<file path="src/rtl/fft_pkg.sv">
// Shared types and constants for the 4-point FFT core and its frame loader.
package fft_pkg;

  localparam int FFT_N  = 4;
  localparam int CPLX_W = 32;
  localparam int HALF_W = CPLX_W / 2;

  // Packed complex sample: real half on top, imaginary half below, each Q1.(HALF_W-1).
  typedef struct packed {
    logic signed [HALF_W-1:0] re;
    logic signed [HALF_W-1:0] im;
  } cplx_t;

  typedef cplx_t [0:FFT_N-1] frame_t;

  typedef enum logic [1:0] {
    FLUSH = 2'd0,
    IDLE  = 2'd1,
    RUN   = 2'd2,
    CLEAR = 2'd3
  } loader_state_e;

  // Twiddles for N=4: W^0 = 1 (saturated to max positive), W^1 = -j.
  localparam cplx_t W4_0 = '{re: 16'sh7FFF, im: 16'sh0000};
  localparam cplx_t W4_1 = '{re: 16'sh0000, im: 16'sh8000};

endpackage

</file>
<file path="src/rtl/fft_frame_fill.sv">
// Fill buffer: packs the valid/ready sample stream into one 4-sample frame
// and raises pending until the engine takes it.
module fft_frame_fill
  import fft_pkg::*;
#(
  parameter int WIDTH = 32
) (
  input  logic                          clk_i,
  input  logic                          rst_i,
  input  logic                          in_valid_i,
  input  logic [WIDTH-1:0]              in_data_i,
  input  logic                          eng_idle_i,
  output logic                          in_ready_o,
  output logic                          take_o,
  output logic [0:FFT_N-1][WIDTH-1:0]   fill_o
);

  logic [1:0]                        idx_q, idx_d;
  logic                              pending_q, pending_d;
  logic [0:FFT_N-1][WIDTH-1:0]       fill_q, fill_d;
  logic                              wr;

  // A full frame blocks further input until the engine copies it out.
  assign in_ready_o = !pending_q;
  assign wr         = in_valid_i && in_ready_o;
  assign take_o     = pending_q && eng_idle_i;
  assign fill_o     = fill_q;

  // Next-state: write the indexed slot, wrap after the last slot and mark the frame pending.
  always_comb begin
    idx_d     = idx_q;
    pending_d = pending_q;
    fill_d    = fill_q;
    if (wr) begin
      fill_d[idx_q] = in_data_i;
      idx_d         = idx_q + 2'd1;
      if (idx_q == 2'(FFT_N - 1)) pending_d = 1'b1;
    end
    // take and wr never coincide: take needs pending, wr needs !pending.
    if (take_o) pending_d = 1'b0;
  end

  // State registers; reset drops any partial or pending frame.
  always_ff @(posedge clk_i) begin
    if (rst_i) begin
      idx_q     <= '0;
      pending_q <= 1'b0;
      fill_q    <= '0;
    end else begin
      idx_q     <= idx_d;
      pending_q <= pending_d;
      fill_q    <= fill_d;
    end
  end

endmodule

</file>
<file path="src/rtl/fft_frame_loader.sv">
// Frame loader for the 4-point FFT core: feeds frames to the core, waits for
// done, captures the result and clears the core. The next frame fills while
// the current one is transformed.
module fft_frame_loader
  import fft_pkg::*;
#(
  parameter int WIDTH = 32
) (
  input  logic                          clock,
  input  logic                          reset,
  input  logic                          in_valid,
  output logic                          in_ready,
  input  logic [WIDTH-1:0]              in_data,
  output logic [0:FFT_N-1][WIDTH-1:0]   fft_f,
  output logic                          fft_start,
  output logic                          fft_clear,
  input  logic [0:FFT_N-1][WIDTH-1:0]   fft_F,
  input  logic                          fft_done,
  output logic                          out_valid,
  input  logic                          out_ready,
  output logic [0:FFT_N-1][WIDTH-1:0]   out_data,
  output logic                          busy
);

  loader_state_e                     state_q;
  logic [1:0]                        flush_cnt_q;
  logic [0:FFT_N-1][WIDTH-1:0]       fft_f_q;
  logic [0:FFT_N-1][WIDTH-1:0]       out_data_q;
  logic                              out_valid_q;
  logic                              take;
  logic [0:FFT_N-1][WIDTH-1:0]       fill;
  logic                              load;

  fft_frame_fill #(.WIDTH(WIDTH)) u_fill (
    .clk_i      (clock),
    .rst_i      (reset),
    .in_valid_i (in_valid),
    .in_data_i  (in_data),
    .eng_idle_i (state_q == IDLE),
    .in_ready_o (in_ready),
    .take_o     (take),
    .fill_o     (fill)
  );

  // Capture the result only when the output slot is free or being drained this cycle.
  assign load = (state_q == RUN) && fft_done && (!out_valid_q || out_ready);

  assign fft_f     = fft_f_q;
  assign fft_start = (state_q == RUN);
  assign fft_clear = reset || (state_q == FLUSH) || (state_q == CLEAR);
  assign out_valid = out_valid_q;
  assign out_data  = out_data_q;
  assign busy      = (state_q != IDLE);

  // Engine FSM plus frame and output registers. FLUSH holds the core in reset
  // long enough to walk it back to RESET from any state it was left in.
  always_ff @(posedge clock) begin
    if (reset) begin
      state_q     <= FLUSH;
      flush_cnt_q <= 2'd2;
      fft_f_q     <= '0;
      out_data_q  <= '0;
      out_valid_q <= 1'b0;
    end else begin
      // Pop clears the slot; a reload on the same edge overrides it below.
      if (out_valid_q && out_ready) out_valid_q <= 1'b0;
      case (state_q)
        FLUSH: begin
          flush_cnt_q <= flush_cnt_q - 2'd1;
          if (flush_cnt_q <= 2'd1) state_q <= IDLE;
        end
        IDLE: begin
          if (take) begin
            fft_f_q <= fill;
            state_q <= RUN;
          end
        end
        RUN: begin
          // With the slot full the core simply sits in DONE until we can take the result.
          if (load) begin
            out_data_q  <= fft_F;
            out_valid_q <= 1'b1;
            state_q     <= CLEAR;
          end
        end
        CLEAR: state_q <= IDLE;
        default: state_q <= FLUSH;
      endcase
    end
  end

endmodule

</file>
<file path="config.mk">
export PLATFORM = sky130hd
export DESIGN_NAME = fft_frame_loader
export DESIGN_NICKNAME = d
export VERILOG_FILES = /design/src/rtl/fft_pkg.sv /design/src/rtl/fft_frame_fill.sv /design/src/rtl/fft_frame_loader.sv
export SDC_FILE = /design/constraint.sdc
export NUM_CORES = 1
export LEC_CHECK = 0
export ABC_AREA = 0
export CORE_ASPECT_RATIO = 0.9
export CORE_MARGIN = 5
export CORE_UTILIZATION = 47
export CTS_BUF_LIST = sky130_fd_sc_hd__clkbuf_8 sky130_fd_sc_hd__clkbuf_16
export CTS_CLUSTER_DIAMETER = 80
export DETAILED_ROUTE_END_ITERATION = 10
export GPL_TIMING_DRIVEN = 0
export PLACE_DENSITY = 0.8
export SETUP_SLACK_MARGIN = 0.4
export SLEW_MARGIN = 25
export SYNTH_ARGS = -nofsm -noshare
export SYNTH_HDL_FRONTEND = slang
export SYNTH_HIERARCHICAL = 1
export SYNTH_SLANG_ARGS = --single-unit
</file>
<file path="constraint.sdc">
create_clock -name clock -period 2.4 [get_ports clock]
set_clock_uncertainty 0.2 [all_clocks]
set_input_delay 0.24 -clock clock [delete_from_list [all_inputs] [get_ports clock]]
set_output_delay 0.24 -clock clock [all_outputs]
set_load 0.01 [all_outputs]
</file>
==> impl_metrics.csv, run 1 <==
group,metric,value,unit
yosys,synth_area_leaders,"dfxtp_1 (56%), nand2_1 (20%), a21oi_1 (12%)",
routing,first_pass_iters,7,
yosys,syn-cell-area,14100,sq um
routing,drt-total-wl,51000,um
setup_path,cp_max_fo,3,
routing,drt_iter0_markers,822,
yosys,syn_inst,1729,
die,start_util,47.3,%
setup_path,rr_worst_depth,8,
yosys,ys_seq_elements,392,
yosys,yosysUniqueCellTypes,30,
routing,num_vias,13568,
yosys,synth_warnings,6,
sta,report.final.hold_viol_count,0,
sta,fin_setup_tns,0,ns
die,rows,60,
global_route,grt_pass1_wl,74100,um
yosys,synth_top_cell_area_share,55.8,%
place,place_area,18800,sq um
global_route,grt_max_degree,16,
sta,finalMaxSlewViolations,0,
routing,antenna_left,0,
layout,drive_gt1_share,10.9,%
place,port_buffers,423,
yosys,async_flop_share,0,%
die,core,29700,sq um
setup_path,worst_setup_path_end_kind,"output port",
layout,stdcell_count,2635,
die,pin_count,426,
sta,period_share,85.7,%
power,leakagePower,7.04,nW
routing,wire_per_inst,19.4,um
layout,stdcell_area,20400,sq um
yosys,syn_nets,1904,
yosys,yosysMostFrequentCell,"nand2_1",
layout,nets,2377,
sta,grt_setup_unrepaired,"true",
sta,slew_headroom,59.5,%
routing,viasPerCell,5.15,
setup_path,critPathArrivalTime,1.62,ns
setup_path,reg2reg_slack,0.45,ns
cts,htreeDepth,2,
sta,hold_slack,0.0584,ns
place,routabilityCongestion,0.937,
min_path,hold_end,"u_fill/idx_q[0]",
sta,fmax,486,MHz
power,ir_drop,0.000513,V
min_path,hold_start,"in_valid",
cts,clockBufferDepth,3,
global_route,grt_pass1_vias,13043,
global_route,overflow,0,
sta,setup_viol,0,
layout,seq_area,7860,sq um
layout,syn2layout_area_growth,44.8,%
layout,fillers,2405,
global_route,grt_util_all_layers,28.5,%
cts,numCtsBuffers,40,
die,die_area,33500,sq um
cts,cts_tree,"yes",
global_route,antenna_found_initial,9,
cts,path_clk_slew,0.07,ns
sta,worst_pin_slew,0.606,ns
place,dp.cells,2555,
setup_path,timing.rr.end,"fft_f[127]",
status,status,"completed",
die,die_w,192,um
routing,route.detailed.drc,0,
cts,clk_latency,0.52,ns
die,die_h,174,um
place,dpl.hpwl,38300,um
cts,clock-sinks,392,
sta,min_period,2.06,ns
yosys,ys_top_cells_by_count,"nand2_1 (763), dfxtp_1 (392), a21oi_1 (341)",
setup_path,crit_type,"reg -> out",
min_path,min_path_type,"in -> reg",
power,power_per_cell_area,794,nW/um^2
yosys,ys_seq_area_share,55.8,%
yosys,syn_avg_cell_area,8.14,sq um
yosys,synth_edf_count,0,
yosys,synth_largest_area_cell,"dfxtp_1",
setup_path,startpoint_type,"flip-flop",
power,power,16.2,mW
layout,multi_input_area,5420,sq um
yosys,synthFlopType,"dfxtp_1",
setup_path,cp_data_required_time,1.96,ns
min_path,hold_depth,4,
flow_run,maxCapViolCount,0,
cts,cts-root-buf,"clkbuf_16",
setup_path,r2r_start,"state_q[1]",
-- stage by stage --
stage	utilization, %	worst slack (ns)
2_1_floorplan	-	0.640
3_3_place_gp	63.3	0.199
3_5_place_dp	63.3	0.146
4_1_cts	68.1	0.311
5_1_grt	68.5	0.308
6_report	68.5	0.344
-- metal layers --
| layer | part of all wire [%] | global-route usage [%] | vias to the layer above |
|---|---|---|---|
| li1 | - | - | 6494 |
| met1 | 40 | 34.9 | 6345 |
| met2 | 46 | 46.0 | 585 |
| met3 | 9.4 | 8.39 | 130 |
| met4 | 5.2 | 14.0 | 14 |
| met5 | 0.15 | 0 | - |
-- kinds of logic after synthesis --
logic type               after synthesis  share of synthesized area (%)
AND/OR/NAND/NOR                      795                           22.0
flip-flops                           392                           55.8
AO/OA/AOI/OAI                        389                           15.1
buffers and inverters                138                           5.94
adder cells (fa/ha/maj)               10                          0.889
multiplexers                           3                          0.222
XOR/XNOR                               2                          0.125
-- power by group --
| group | total, mW | internal [mW] | switching [mW] |
|---|---|---|---|
| Sequential | 7.08 | 6.87 | 0.215 |
| Clock | 6.42 | 3.86 | 2.55 |
| Combinational | 2.66 | 1.27 | 1.39 |
-- placed cells by master (no fill, tap or decap), drive strengths merged, types with 2 or more instances in the layout --
cell type / n
mux2i: 2
dlygate4sd2: 3
diode: 2
nor2: 5
a21oi: 387
dlymetal6s2s: 4
clkinv: 9
and2: 2
nand2: 774
nand2b: 2
bufinv: 5
nor2b: 2
clkdlybuf4s50: 413
ha: 10
and3b: 4
dfxtp: 392
inv: 15
xnor2: 2
nand3b: 4
clkbuf: 86
buf: 101
-- how the worst max path moves through the flow --
stage / start / endpoint / slack, ns
4_1_cts: state_q[0] / fft_clear / 0.31
6_report: state_q[1] / fft_clear / 0.34
3_5_place_dp: state_q[1] / fft_f[63] / 0.15
2_1_floorplan: state_q[1] / fft_f[105] / 0.64
3_3_place_gp: state_q[1] / fft_f[63] / 0.20
5_1_grt: state_q[1] / fft_clear / 0.31
-- registers in the layout, summed over array words and instances, names as in the netlist --
register / flops
fft_f: 128
out_data: 128
flush_cnt_q: 2
u_fill/fill_o: 128
state_q: 2
u_fill/idx_q: 2
out_valid: 1
u_fill/pending_q: 1
-- final cells by class --
class	instances	area share [%]
diodes	2	0.0246
plain buffers	130	4.24
clock buffers	48	5.51
clock inverters	22	1.19
inverters	8	0.172
multi-input cells	1199	26.6
flip-flops and latches	392	38.6
well taps	403	2.48
repair buffers	431	21.2
-- what timing repair did --
action | 4_1_cts | 5_1_grt
buffers inserted | 2 | 5
endpoints found under the hold margin | 3 | 0
hold buffers | 1 | 0
endpoints found under the setup margin | 107 | 133
resized for setup | 36 | 29
pin swaps | 2 | 2
-- worst max-delay path, stage by stage (launching register included) --
cell and delay (ns):
dfxtp_4 0.38, inv_4 0.05, ha_4 0.15, or3_4 0.37
buf_6 0.14
No activity file was read; power rests on OpenSTA's default activity.
==> inputs of run 2 (changes only) <==
--- a/config.mk
+++ b/config.mk
@@ -12,9 +12,8 @@
 export CTS_BUF_LIST = sky130_fd_sc_hd__clkbuf_8 sky130_fd_sc_hd__clkbuf_16
 export CTS_CLUSTER_DIAMETER = 80
 export DETAILED_ROUTE_END_ITERATION = 10
-export GPL_TIMING_DRIVEN = 0
+export HOLD_SLACK_MARGIN = 0.12
 export PLACE_DENSITY = 0.8
-export SETUP_SLACK_MARGIN = 0.4
 export SLEW_MARGIN = 25
 export SYNTH_ARGS = -nofsm -noshare
 export SYNTH_HDL_FRONTEND = slang
==> impl_metrics.csv, run 2 (same netlist as run 1, synthesis figures left out) <==
group,metric,value,unit
layout,drive_gt1_share,7.07,%
cts,numCtsBuffers,40,
setup_path,timing.rr.end,"out_data[58]",
cts,htreeDepth,2,
routing,drt_iter0_markers,1129,
setup_path,reg2reg_slack,0.16,ns
die,pin_count,426,
global_route,antenna_found_initial,6,
sta,fin_setup_tns,0,ns
routing,num_vias,13962,
cts,cts-root-buf,"clkbuf_16",
place,dpl.hpwl,33700,um
setup_path,worst_setup_path_end_kind,"output port",
layout,fillers,2101,
routing,wire_per_inst,20.3,um
layout,final_cell_mix,"nand2_1 (762), clkdlybuf4s50_1 (421), dfxtp_1 (390)",
sta,report.final.hold_viol_count,0,
global_route,grt_util_all_layers,30.1,%
cts,path_clk_slew,0.06,ns
cts,post_cts_buffers,0,
die,start_util,47.3,%
sta,min_period,2.33,ns
layout,syn2layout_area_growth,49.9,%
sta,finalMaxSlewViolations,0,
cts,clockBufferDepth,3,
sta,worst_pin_slew,0.925,ns
die,rows,60,
setup_path,cp_data_required_time,1.96,ns
sta,fmax,429,MHz
routing,viasPerCell,5.26,
routing,first_pass_iters,5,
min_path,min_path_type,"in -> reg",
power,power,16.2,mW
setup_path,critPathLaunch,"state_q[0]",
setup_path,cp_max_fo,5,
global_route,grt_pass1_vias,13808,
global_route,grt_max_degree,148,
routing,drt-total-wl,53900,um
setup_path,rr_worst_depth,8,
power,leakagePower,7.22,nW
sta,setup_viol,0,
die,die_area,33500,sq um
flow_run,maxCapViolCount,0,
status,status,"completed",
die,die_w,192,um
global_route,grt_pass1_wl,79100,um
die,die_h,174,um
cts,clk_latency,0.54,ns
place,port_buffers,425,
cts,cts_tree,"yes",
cts,clock-sinks,392,
sta,period_share,97.1,%
routing,antenna_left,0,
power,power_per_cell_area,769,nW/um^2
setup_path,critPathArrivalTime,1.89,ns
sta,slew_headroom,38.3,%
global_route,overflow,0,
place,routabilityCongestion,0.878,
layout,final_common_cell,"nand2_1",
layout,nets,2394,
die,core,29700,sq um
setup_path,startpoint_type,"flip-flop",
sta,grt_setup_unrepaired,"false",
routing,route.detailed.drc,0,
power,ir_drop,0.000513,V
setup_path,crit_type,"reg -> out",
setup_path,endpoint,"fft_clear",
setup_path,r2r_start,"state_q[0]",
## run 2: changes by cell type in the layout (fill, tap and decap cells not counted), moves of 6 or more
cell / change
buf_12: +7
buf_1: -6
dlygate4sd3_1: +127
buf_6: -26
buf_2: -46
clkbuf_1: -27
clkbuf_4: -11
clkdlybuf4s50_1: +8
## run 2: worst max-delay path, stage by stage (launching register included)
cell           delay [ns]
dfxtp_2              0.36
inv_1                0.08
ha_2                 0.22
or3_1                0.38
dlygate4sd2_1        0.33
## run 2: power breakdown
part / leakage, nW / switching [mW] / internal, mW
combinational: 3.34 / 1.44 / 1.19
sequential: 3.17 / 0.201 / 6.86
clock: 0.712 / 2.63 / 3.88
total: 7.22 / 4.27 / 11.9
## run 2: worst min path at each step
stage | slack [ns] | end | from | cells after the start
after global placement | 0.24 | fft_f[42] | u_fill/fill_o[42] | 2
final | 0.19 | out_data[49] | fft_F[49] | 3
after CTS | 0.13 | out_data[49] | fft_F[49] | 3
after floorplan | 0.17 | out_data[55] | fft_F[55] | 2
after detailed placement | 0.24 | fft_f[31] | u_fill/fill_o[31] | 2
after global routing | 0.17 | out_data[49] | fft_F[49] | 3
## run 2: through the flow
step	utilization (%)	cell area, sq um	instances	hold WS [ns]	setup WS [ns]
finish	70.9	21100	2656	0.185	0.0701
floorplan	-	14100	1729	0.167	0.640
detailed placement	61.7	18400	2451	0.244	0.303
global placement	61.7	18400	2451	0.235	0.349
CTS	70.7	21000	2650	0.134	0.0209
global route	70.9	21100	2656	0.166	0.0121
## run 2: timing repair
item	4_1_cts	5_1_grt
hold buffers	128	0
pin swaps	0	0
gates cloned	0	1
endpoints found under the setup margin	2	3
hold endpoints to repair	130	0
resized for setup	4	6
## run 2: cell type report
| cell class | instances | area, sq um | area share, % |
|---|---|---|---|
| sequential | 392 | 7850 | 37.2 |
| clock inverter | 20 | 230 | 1.09 |
| inverter | 8 | 30.0 | 0.142 |
| timing repair buffer | 578 | 5890 | 27.9 |
| multi-input combinational | 1199 | 5410 | 25.7 |
| tap | 403 | 504 | 2.39 |
| antenna | 5 | 12.5 | 0.0593 |
| clock buffer | 51 | 1160 | 5.52 |
## run 2: layer usage
| layer | part of all wire [%] | track usage [%] | vias to the layer above |
|---|---|---|---|
| li1 | - | - | 6504 |
| met1 | 40 | 38.4 | 6557 |
| met2 | 44 | 46.3 | 722 |
| met3 | 9.6 | 7.35 | 177 |
| met4 | 6.9 | 17.8 | 2 |
| met5 | 0.037 | 0 | - |
==> inputs of run 3 (changes only) <==
--- a/config.mk
+++ b/config.mk
@@ -6,13 +6,13 @@
 export NUM_CORES = 1
 export LEC_CHECK = 0
 export ABC_AREA = 0
-export CORE_ASPECT_RATIO = 0.9
 export CORE_MARGIN = 5
 export CORE_UTILIZATION = 47
 export CTS_BUF_LIST = sky130_fd_sc_hd__clkbuf_8 sky130_fd_sc_hd__clkbuf_16
 export CTS_CLUSTER_DIAMETER = 80
 export DETAILED_ROUTE_END_ITERATION = 10
 export HOLD_SLACK_MARGIN = 0.12
+export MAX_ROUTING_LAYER = met4
 export PLACE_DENSITY = 0.8
 export SLEW_MARGIN = 25
 export SYNTH_ARGS = -nofsm -noshare
==> impl_metrics.csv, run 3 (same netlist as run 1, synthesis figures left out) <==
group,metric,value,unit
power,ir_drop,0.000598,V
routing,route.detailed.drc,0,
min_path,hold_end,"u_fill/fill_o[95]",
place,dp.cells,2440,
die,die_h,183,um
setup_path,worst_setup_path_end_kind,"output port",
setup_path,path_cells,"inv_1, ha_2, clkdlybuf4s50_1",
setup_path,critPathArrivalTime,1.89,ns
global_route,antenna_found_initial,3,
cts,clockBufferDepth,3,
die,pin_count,426,
setup_path,cp.buffers_inverters,2,
global_route,grt_pass1_vias,13811,
routing,viasPerCell,5.27,
setup_path,timing.rr.end,"fft_f[26]",
setup_path,cp_max_fo,4,
sta,finalMaxSlewViolations,0,
sta,fin_setup_tns,0,ns
sta,grt_setup_unrepaired,"false",
min_path,min_path_type,"in -> reg",
cts,cts_tree,"yes",
setup_path,rr_worst_depth,7,
routing,wire_per_inst,20.0,um
setup_path,cp_slowest_cell,"clkdlybuf4s50_1",
sta,fmax,430,MHz
cts,clk_latency,0.53,ns
min_path,hold_depth,3,
die,die_area,33500,sq um
status,status,"completed",
layout,seq_area,7850,sq um
die,rows,63,
global_route,grt_max_degree,239,
layout,final_common_cell,"nand2_1",
layout,fillers,2176,
layout,nets,2398,
global_route,overflow,0,
die,core,29600,sq um
place,port_buffers,425,
power,power_per_cell_area,760,nW/um^2
setup_path,cpPeakStageDelay,0.63,ns
routing,drt-total-wl,52800,um
setup_path,crit_type,"reg -> out",
setup_path,startpoint_type,"flip-flop",
place,routabilityCongestion,0.909,
layout,multi_input_area,5410,sq um
cts,cts-root-buf,"clkbuf_16",
setup_path,critPathLaunch,"state_q[0]",
sta,period_share,97.0,%
die,start_util,47.5,%
sta,setup_viol,0,
setup_path,crit_cells,3,
flow_run,maxCapViolCount,0,
cts,htreeDepth,2,
cts,numCtsBuffers,41,
sta,setup_slack,0.0723,ns
sta,min_period,2.33,ns
die,die_w,183,um
layout,final_cell_mix,"nand2_1 (762), clkdlybuf4s50_1 (422), dfxtp_1 (390)",
routing,num_vias,13953,
power,leakagePower,7.18,nW
place,post-place-ws,0.269,ns
global_route,grt_pass1_wl,79200,um
setup_path,timing.critical_path.max_delay_family,"buffers and inverters",
layout,stdcell_count,2647,
sta,report.final.hold_viol_count,0,
sta,worst_pin_slew,0.747,ns
sta,slew_headroom,50.2,%
routing,drt_iter0_markers,1256,
layout,syn2layout_area_growth,49.3,%
min_path,hold_start,"in_data[31]",
setup_path,r2r_start,"state_q[1]",
setup_path,reg2reg_slack,0.28,ns
cts,clock-sinks,392,
routing,antenna_left,0,
routing,first_pass_iters,5,
global_route,grt_util_all_layers,30.7,%
cts,path_clk_slew,0.05,ns
setup_path,cp_data_required_time,1.96,ns
cts,post_cts_buffers,0,
place,dpl.hpwl,33400,um
layout,drive_gt1_share,7.28,%
==> run 3: per-layer routing <==
layer / GRT usage [%] / wire length [um]
met5: - / 0
met3: 7.77 / 5050
met2: 47.5 / 23800
met1: 36.5 / 20200
met4: 17.6 / 3780
==> run 3: metrics by stage <==
stage | power (mW) | instance area [sq um] | util [%] | hold WS [ns]
after floorplan | 8.41 | 14100 | - | 0.167
after global placement | 9.44 | 18300 | 61.8 | 0.238
after detailed placement | 9.50 | 18300 | 61.8 | 0.246
after CTS | 15.9 | 21000 | 70.7 | 0.168
after global routing | 16.5 | 21000 | 70.9 | 0.188
final | 16.0 | 21000 | 70.9 | 0.194
==> run 3: worst max-delay path by stage <==
stage / to / slack (ns)
2_1_floorplan: fft_f[105] / 0.64
3_3_place_gp: fft_clear / 0.33
3_5_place_dp: fft_clear / 0.27
4_1_cts: fft_clear / 0.001
5_1_grt: fft_start / 0.03
6_report: fft_start / 0.07
==> run 3: power by group <==
| part | total (mW) | internal (mW) | switching [mW] |
|---|---|---|---|
| clock network | 6.31 | 3.72 | 2.59 |
| logic | 2.58 | 1.19 | 1.39 |
| registers | 7.07 | 6.86 | 0.207 |
==> run 3: area by class of cell <==
| type | count | area share [%] |
|---|---|---|
| clock buffers | 50 | 5.47 |
| repair buffers | 581 | 28.0 |
| diodes | 4 | 0.0477 |
| flip-flops and latches | 392 | 37.4 |
| multi-input cells | 1199 | 25.8 |
| clock inverters | 23 | 0.923 |
| inverters | 8 | 0.143 |
| well taps | 390 | 2.32 |
==> run 3: repair_timing <==
item / in CTS / in global routing
hold buffers: 129 / 0
endpoints found under the hold margin: 129 / 0
pin swaps: 0 / 0
setup endpoints to repair: 3 / 1
gates resized for setup: 5 / 3
==> run 3: worst reg2reg max path, cell delays in order, from the launching register on <==
cell	delay (ns)
dfxtp_2	0.36
inv_1	0.08
ha_1	0.20
and2_1	0.21
nand2_4	0.09
buf_4	0.50
nand2_1	0.20
a21oi_1	0.20
